File: src/rtl/count_pwm_gen_if.sv
// Control and status bundle between the count source and the PWM generator.
interface count_pwm_gen_if #(
  parameter int unsigned WIDTH = 8
);
  logic             en;
  logic [WIDTH-1:0] duty;
  logic [WIDTH-1:0] period;
  logic             pwm;
  logic             period_start;
  logic             busy;
  logic [WIDTH-1:0] duty_q;

  modport master (
    output en, duty, period,
    input  pwm, period_start, busy, duty_q
  );

  modport slave (
    input  en, duty, period,
    output pwm, period_start, busy, duty_q
  );
endinterface

File: src/rtl/count_pwm_gen.sv
// PWM generator driven by a live count; duty/period are latched only at period
// boundaries so the waveform never carries runt pulses.
module count_pwm_gen #(
  parameter int unsigned WIDTH = 8
) (
  input  logic            clk,
  input  logic            reset,
  count_pwm_gen_if.slave  bus
);

  typedef enum logic [1:0] {
    IDLE = 2'd0,
    RUN  = 2'd1,
    STOP = 2'd2
  } state_t;

  state_t           state;
  state_t           state_nxt;
  logic [WIDTH-1:0] phase;
  logic [WIDTH-1:0] phase_nxt;
  logic [WIDTH-1:0] duty_r;
  logic [WIDTH-1:0] duty_nxt;
  logic [WIDTH-1:0] period_q;
  logic [WIDTH-1:0] period_nxt;
  logic             active;
  logic             terminal;

  // State and period-scoped operand registers
  always_ff @(posedge clk) begin
    if (reset) begin
      state    <= IDLE;
      phase    <= '0;
      duty_r   <= '0;
      period_q <= '0;
    end else begin
      state    <= state_nxt;
      phase    <= phase_nxt;
      duty_r   <= duty_nxt;
      period_q <= period_nxt;
    end
  end

  assign terminal = (phase == period_q);

  // Next-state: STOP keeps the waveform running until the terminal phase
  always_comb begin
    state_nxt  = state;
    phase_nxt  = phase;
    duty_nxt   = duty_r;
    period_nxt = period_q;
    case (state)
      IDLE: begin
        if (bus.en) begin
          state_nxt  = RUN;
          phase_nxt  = '0;
          duty_nxt   = bus.duty;
          period_nxt = bus.period;
        end
      end
      RUN, STOP: begin
        if (terminal) begin
          phase_nxt = '0;
          if (bus.en) begin
            state_nxt  = RUN;
            duty_nxt   = bus.duty;
            period_nxt = bus.period;
          end else begin
            state_nxt = IDLE;
          end
        end else begin
          phase_nxt = WIDTH'(phase + 1'b1);
          state_nxt = bus.en ? RUN : STOP;
        end
      end
      default: begin
        state_nxt = IDLE;
        phase_nxt = '0;
      end
    endcase
  end

  // Outputs decode registered state only; no input reaches them combinationally
  assign active           = (state != IDLE);
  assign bus.busy         = active;
  assign bus.pwm          = active & (phase < duty_r);
  assign bus.period_start = active & (phase == '0);
  assign bus.duty_q       = duty_r;

endmodule

File: src/flat_wrapper.sv
// flat-port wrapper written by rule: the top's interface ports become plain ports
module count_pwm_gen_flat 
#(
  parameter int unsigned WIDTH = 8
)
  (clk, reset, bus_en, bus_duty, bus_period, bus_pwm, bus_period_start, bus_busy, bus_duty_q);
  count_pwm_gen_if #(.WIDTH(WIDTH)) bus_i ();
  input  logic clk;
  input  logic reset;
  input wire logic [$bits(bus_i.en)-1:0] bus_en;
  input wire logic [$bits(bus_i.duty)-1:0] bus_duty;
  input wire logic [$bits(bus_i.period)-1:0] bus_period;
  output wire logic [$bits(bus_i.pwm)-1:0] bus_pwm;
  output wire logic [$bits(bus_i.period_start)-1:0] bus_period_start;
  output wire logic [$bits(bus_i.busy)-1:0] bus_busy;
  output wire logic [$bits(bus_i.duty_q)-1:0] bus_duty_q;
  assign bus_i.en = bus_en;
  assign bus_i.duty = bus_duty;
  assign bus_i.period = bus_period;
  assign bus_pwm = bus_i.pwm;
  assign bus_period_start = bus_i.period_start;
  assign bus_busy = bus_i.busy;
  assign bus_duty_q = bus_i.duty_q;
  count_pwm_gen #(.WIDTH(WIDTH)) u_core (.clk(clk), .reset(reset), .bus(bus_i));
endmodule
File: config.mk
export PLATFORM = sky130hd
export DESIGN_NAME = count_pwm_gen_flat
export DESIGN_NICKNAME = d
export VERILOG_FILES = /design/src/rtl/count_pwm_gen_if.sv /design/src/rtl/count_pwm_gen.sv /design/src/flat_wrapper.sv
export SDC_FILE = /design/constraint.sdc
export NUM_CORES = 1
export LEC_CHECK = 0
export CAP_MARGIN = 5
export CORE_ASPECT_RATIO = 2
export CORE_MARGIN = 1
export CORE_UTILIZATION = 55
export CTS_CLUSTER_SIZE = 8
export DETAILED_ROUTE_END_ITERATION = 8
export PLACE_DENSITY_LB_ADDON = 0.2
export SLEW_MARGIN = 20
export SYNTH_ARGS = -nofsm -noshare
export SYNTH_HDL_FRONTEND = slang
export SYNTH_SLANG_ARGS = --single-unit
File: constraint.sdc
create_clock -name clk -period 2 [get_ports clk]
set_clock_uncertainty 0.15 [all_clocks]
set_input_delay 0.4 -clock clk [delete_from_list [all_inputs] [get_ports clk]]
set_output_delay 0.4 -clock clk [all_outputs]
set_load 0.03 [all_outputs]
==> out/qor.yml <==
final-hold-violation-count: 0
drive_gt1_share_pct: 25.91
stdcell_area_um2: 2691
crit_chain: "ha_4, a21o_1, a21oi_2, o31ai_4, a31oi_4, buf_6"
place.gp.congestion: 0.8374
synthTopCellsByArea: "dfxtp_1, o311ai_2, nor4b_1, ha_1, nor3b_1"
asyncSetResetFlopFracSynth_pct: 0
run_status: "finished with violations"
synth_edf_count: 0
post-route-util_pct: 74.61
synthCells: 238
num_vias: 2002
final_cell_mix: "clkdlybuf4s50_1, nand2_1, buf_4, nand3_1, dfxtp_1"
io_pins: 30
insertion_delay_ps: 280
synth_warnings: 0
ir_worst_vdd_mv: 0.5615
endpoint: "bus_pwm"
antenna_left: 0
grt_usage_pct: 27.23
port_buffers: 29
hold_path.class: "flip-flop to flip-flop"
power.leakage_nw: 0.9001
drc_errors: 0
setup_viol: 1
grt_pass1_wl_um: 8266
p_total_w: 0.001908
synth_top_area_share_pct: 25.09
critPathLaunch: "u_core.phase[4]"
clockBufferDepth: 2
die_area_um2: 4036
power_density_nw_per_um2: 708.8
worstPathArrival_ps: 1640
syn-cell-area_um2: 2074
place_area_um2: 2481
start_util_pct: 57.51
nets: 305
overflow: 0
cts_tree: "yes"
vias_per_cell: 6.198
n_antenna_cell: 0
htreeDepth: 1
antenna_found_initial: 0
layout_setup_ws_ps: -194.0
r2r_setup_slack_ps: 130
cp_max_fo: 2
grt_max_degree: 50
cp.required_ps: 1450
fin_crit_sh_pct: 109.7
wire_per_inst_um: 16.40
synth_ff_type: "dfxtp_1"
critPathKind: "flip-flop to output pin"
syn_nets: 268
ys_seq_area_share_pct: 25.09
clk_pin_slew_worst_paths_ps: 100
slew_headroom_pct: 63.39
cts_root_buf: "clkbuf_8"
layout_min_cycle_time_ps: 2194
grt_pass1_vias: 1810
tightest_slew_ps: 548.5
r2r-end: "u_core.bus.duty_q[6]"
yosysTopAreaCell: "dfxtp_1"
cts_buffers: 3
dpl.hpwl_um: 3554
maxCapViolations: 0
num_rows: 31
slew_violations: 0
r2r-start: "u_core.state[0]"
core_um2: 3607
synth_seq_cells: 26
rsz0062_at_grt: "true"
ff2ff_path_depth: 8
startpoint_type: "flip-flop"
critPathMaxStageDelay_ps: 360
ys_types: 43
first_iter_violations: 54
die_h_um: 88.85
synth_area_per_cell_um2: 8.716
cpMaxStageDelayCell: "dfxtp_2"
wirelength_um: 5296
drtPass1Iterations: 4
clkSinkCount: 26
violations: "setup timing"
final_common_cell: "clkdlybuf4s50_1"
crit_path_end_kind: "output pin"
synthToLayoutAreaGrowth_pct: 29.73
die_width_um: 45.43
timing.fmax_mhz: 455.8
[through the flow]
stage,cells,worst slack (ps),hold WS (ps),setup TNS [ps]
final,323,-194.0,325.2,-194.0
after global routing,323,-254.2,353.4,-255.4
after CTS,319,-200.6,328.8,-200.6
after detailed placement,314,-38.85,317.1,-38.85
after global placement,314,39.35,315.3,0
after floorplan,238,3.705,298.6,0
[cell type report]
| cell class | count | area, um^2 |
|---|---|---|
| multi-input combinational | 175 | 1440 |
| timing repair buffer | 56 | 553.0 |
| sequential | 26 | 533.0 |
| tap | 49 | 61.31 |
| inverter | 13 | 48.80 |
| clock buffer | 4 | 55.05 |
| fill | 281 | 915.9 |
[critical path, delay by kind of cell (launching register included)]
family | cells | cell delay, ps
AOI/OAI and AO/OA | 4 | 620
DFF | 1 | 360
adders and majority gates | 1 | 240
buffers and inverters | 1 | 150
[logic make-up (layout without fill, tap and decap cells)]
group                    after synthesis  in the layout  share of synthesized area [%]
AND/OR/NAND/NOR                       95             95                          28.47
AO/OA/AOI/OAI                         57             57                          24.13
buffers and inverters                 37             73                          10.19
flip-flops                            26             26                          25.09
adder cells (fa/ha/maj)               11             11                          6.634
XOR/XNOR                              11             11                          5.007
multiplexers                           1              1                         0.4825
[synth_stat cells, types with 4 or more instances]
cell and instances:
inv_1 13, ha_1 11, a21oi_1 6, nor4b_1 16, nor3b_1 16, xnor2_1 7, nand2_1 22, o311ai_2 10
buf_2 5, a31oi_1 17, o311ai_0 6, nor2_1 5, nand3_1 19, o21ai_0 4, clkbuf_1 7, a211oi_1 4
dfxtp_1 26
[report_power, final]
part	leakage [nW]	switching (W)	total, W	internal, W
clock	0.0288	0.000180	0.000357	0.000177
combinational	0.655	0.000537	0.000921	0.000385
sequential	0.216	0.0000502	0.000629	0.000579
total	0.900	0.000767	0.00191	0.00114
[routing by layer]
layer / routed length (um) / part of all wire (%) / track usage [%]
met1: 2280 / 43 / 34.50
met2: 2785 / 53 / 45.97
met3: 111 / 2.1 / 2.041
met4: 118 / 2.2 / 10.74
met5: 0 / 0 / 0
[how the worst min path moves through the flow]
stage | from | to | slack (ps) | cells after the start
after CTS | u_core.state[1] | u_core.state[1] | 330 | 2
after detailed placement | u_core.state[1] | u_core.state[1] | 320 | 2
after global placement | u_core.state[1] | u_core.state[1] | 320 | 2
final | u_core.state[1] | u_core.state[1] | 330 | 2
after floorplan | u_core.state[1] | u_core.state[1] | 300 | 2
after global routing | u_core.state[1] | u_core.state[1] | 350 | 2
[registers in the layout, indices dropped and copies added (netlist names)]
register / count
u_core.state: 2
u_core.period_q: 8
u_core.phase: 8
u_core.bus.duty_q: 8
[timing repair]
action | 4_1_cts | 5_1_grt
endpoints found under the setup margin | 2 | 5
gates cloned | 0 | 1
pin swaps | 1 | 10
buffers inserted | 1 | 3
gates resized for setup | 4 | 17
hold buffers | 0 | 0
Note: power is estimated with default switching activity, not from simulation.
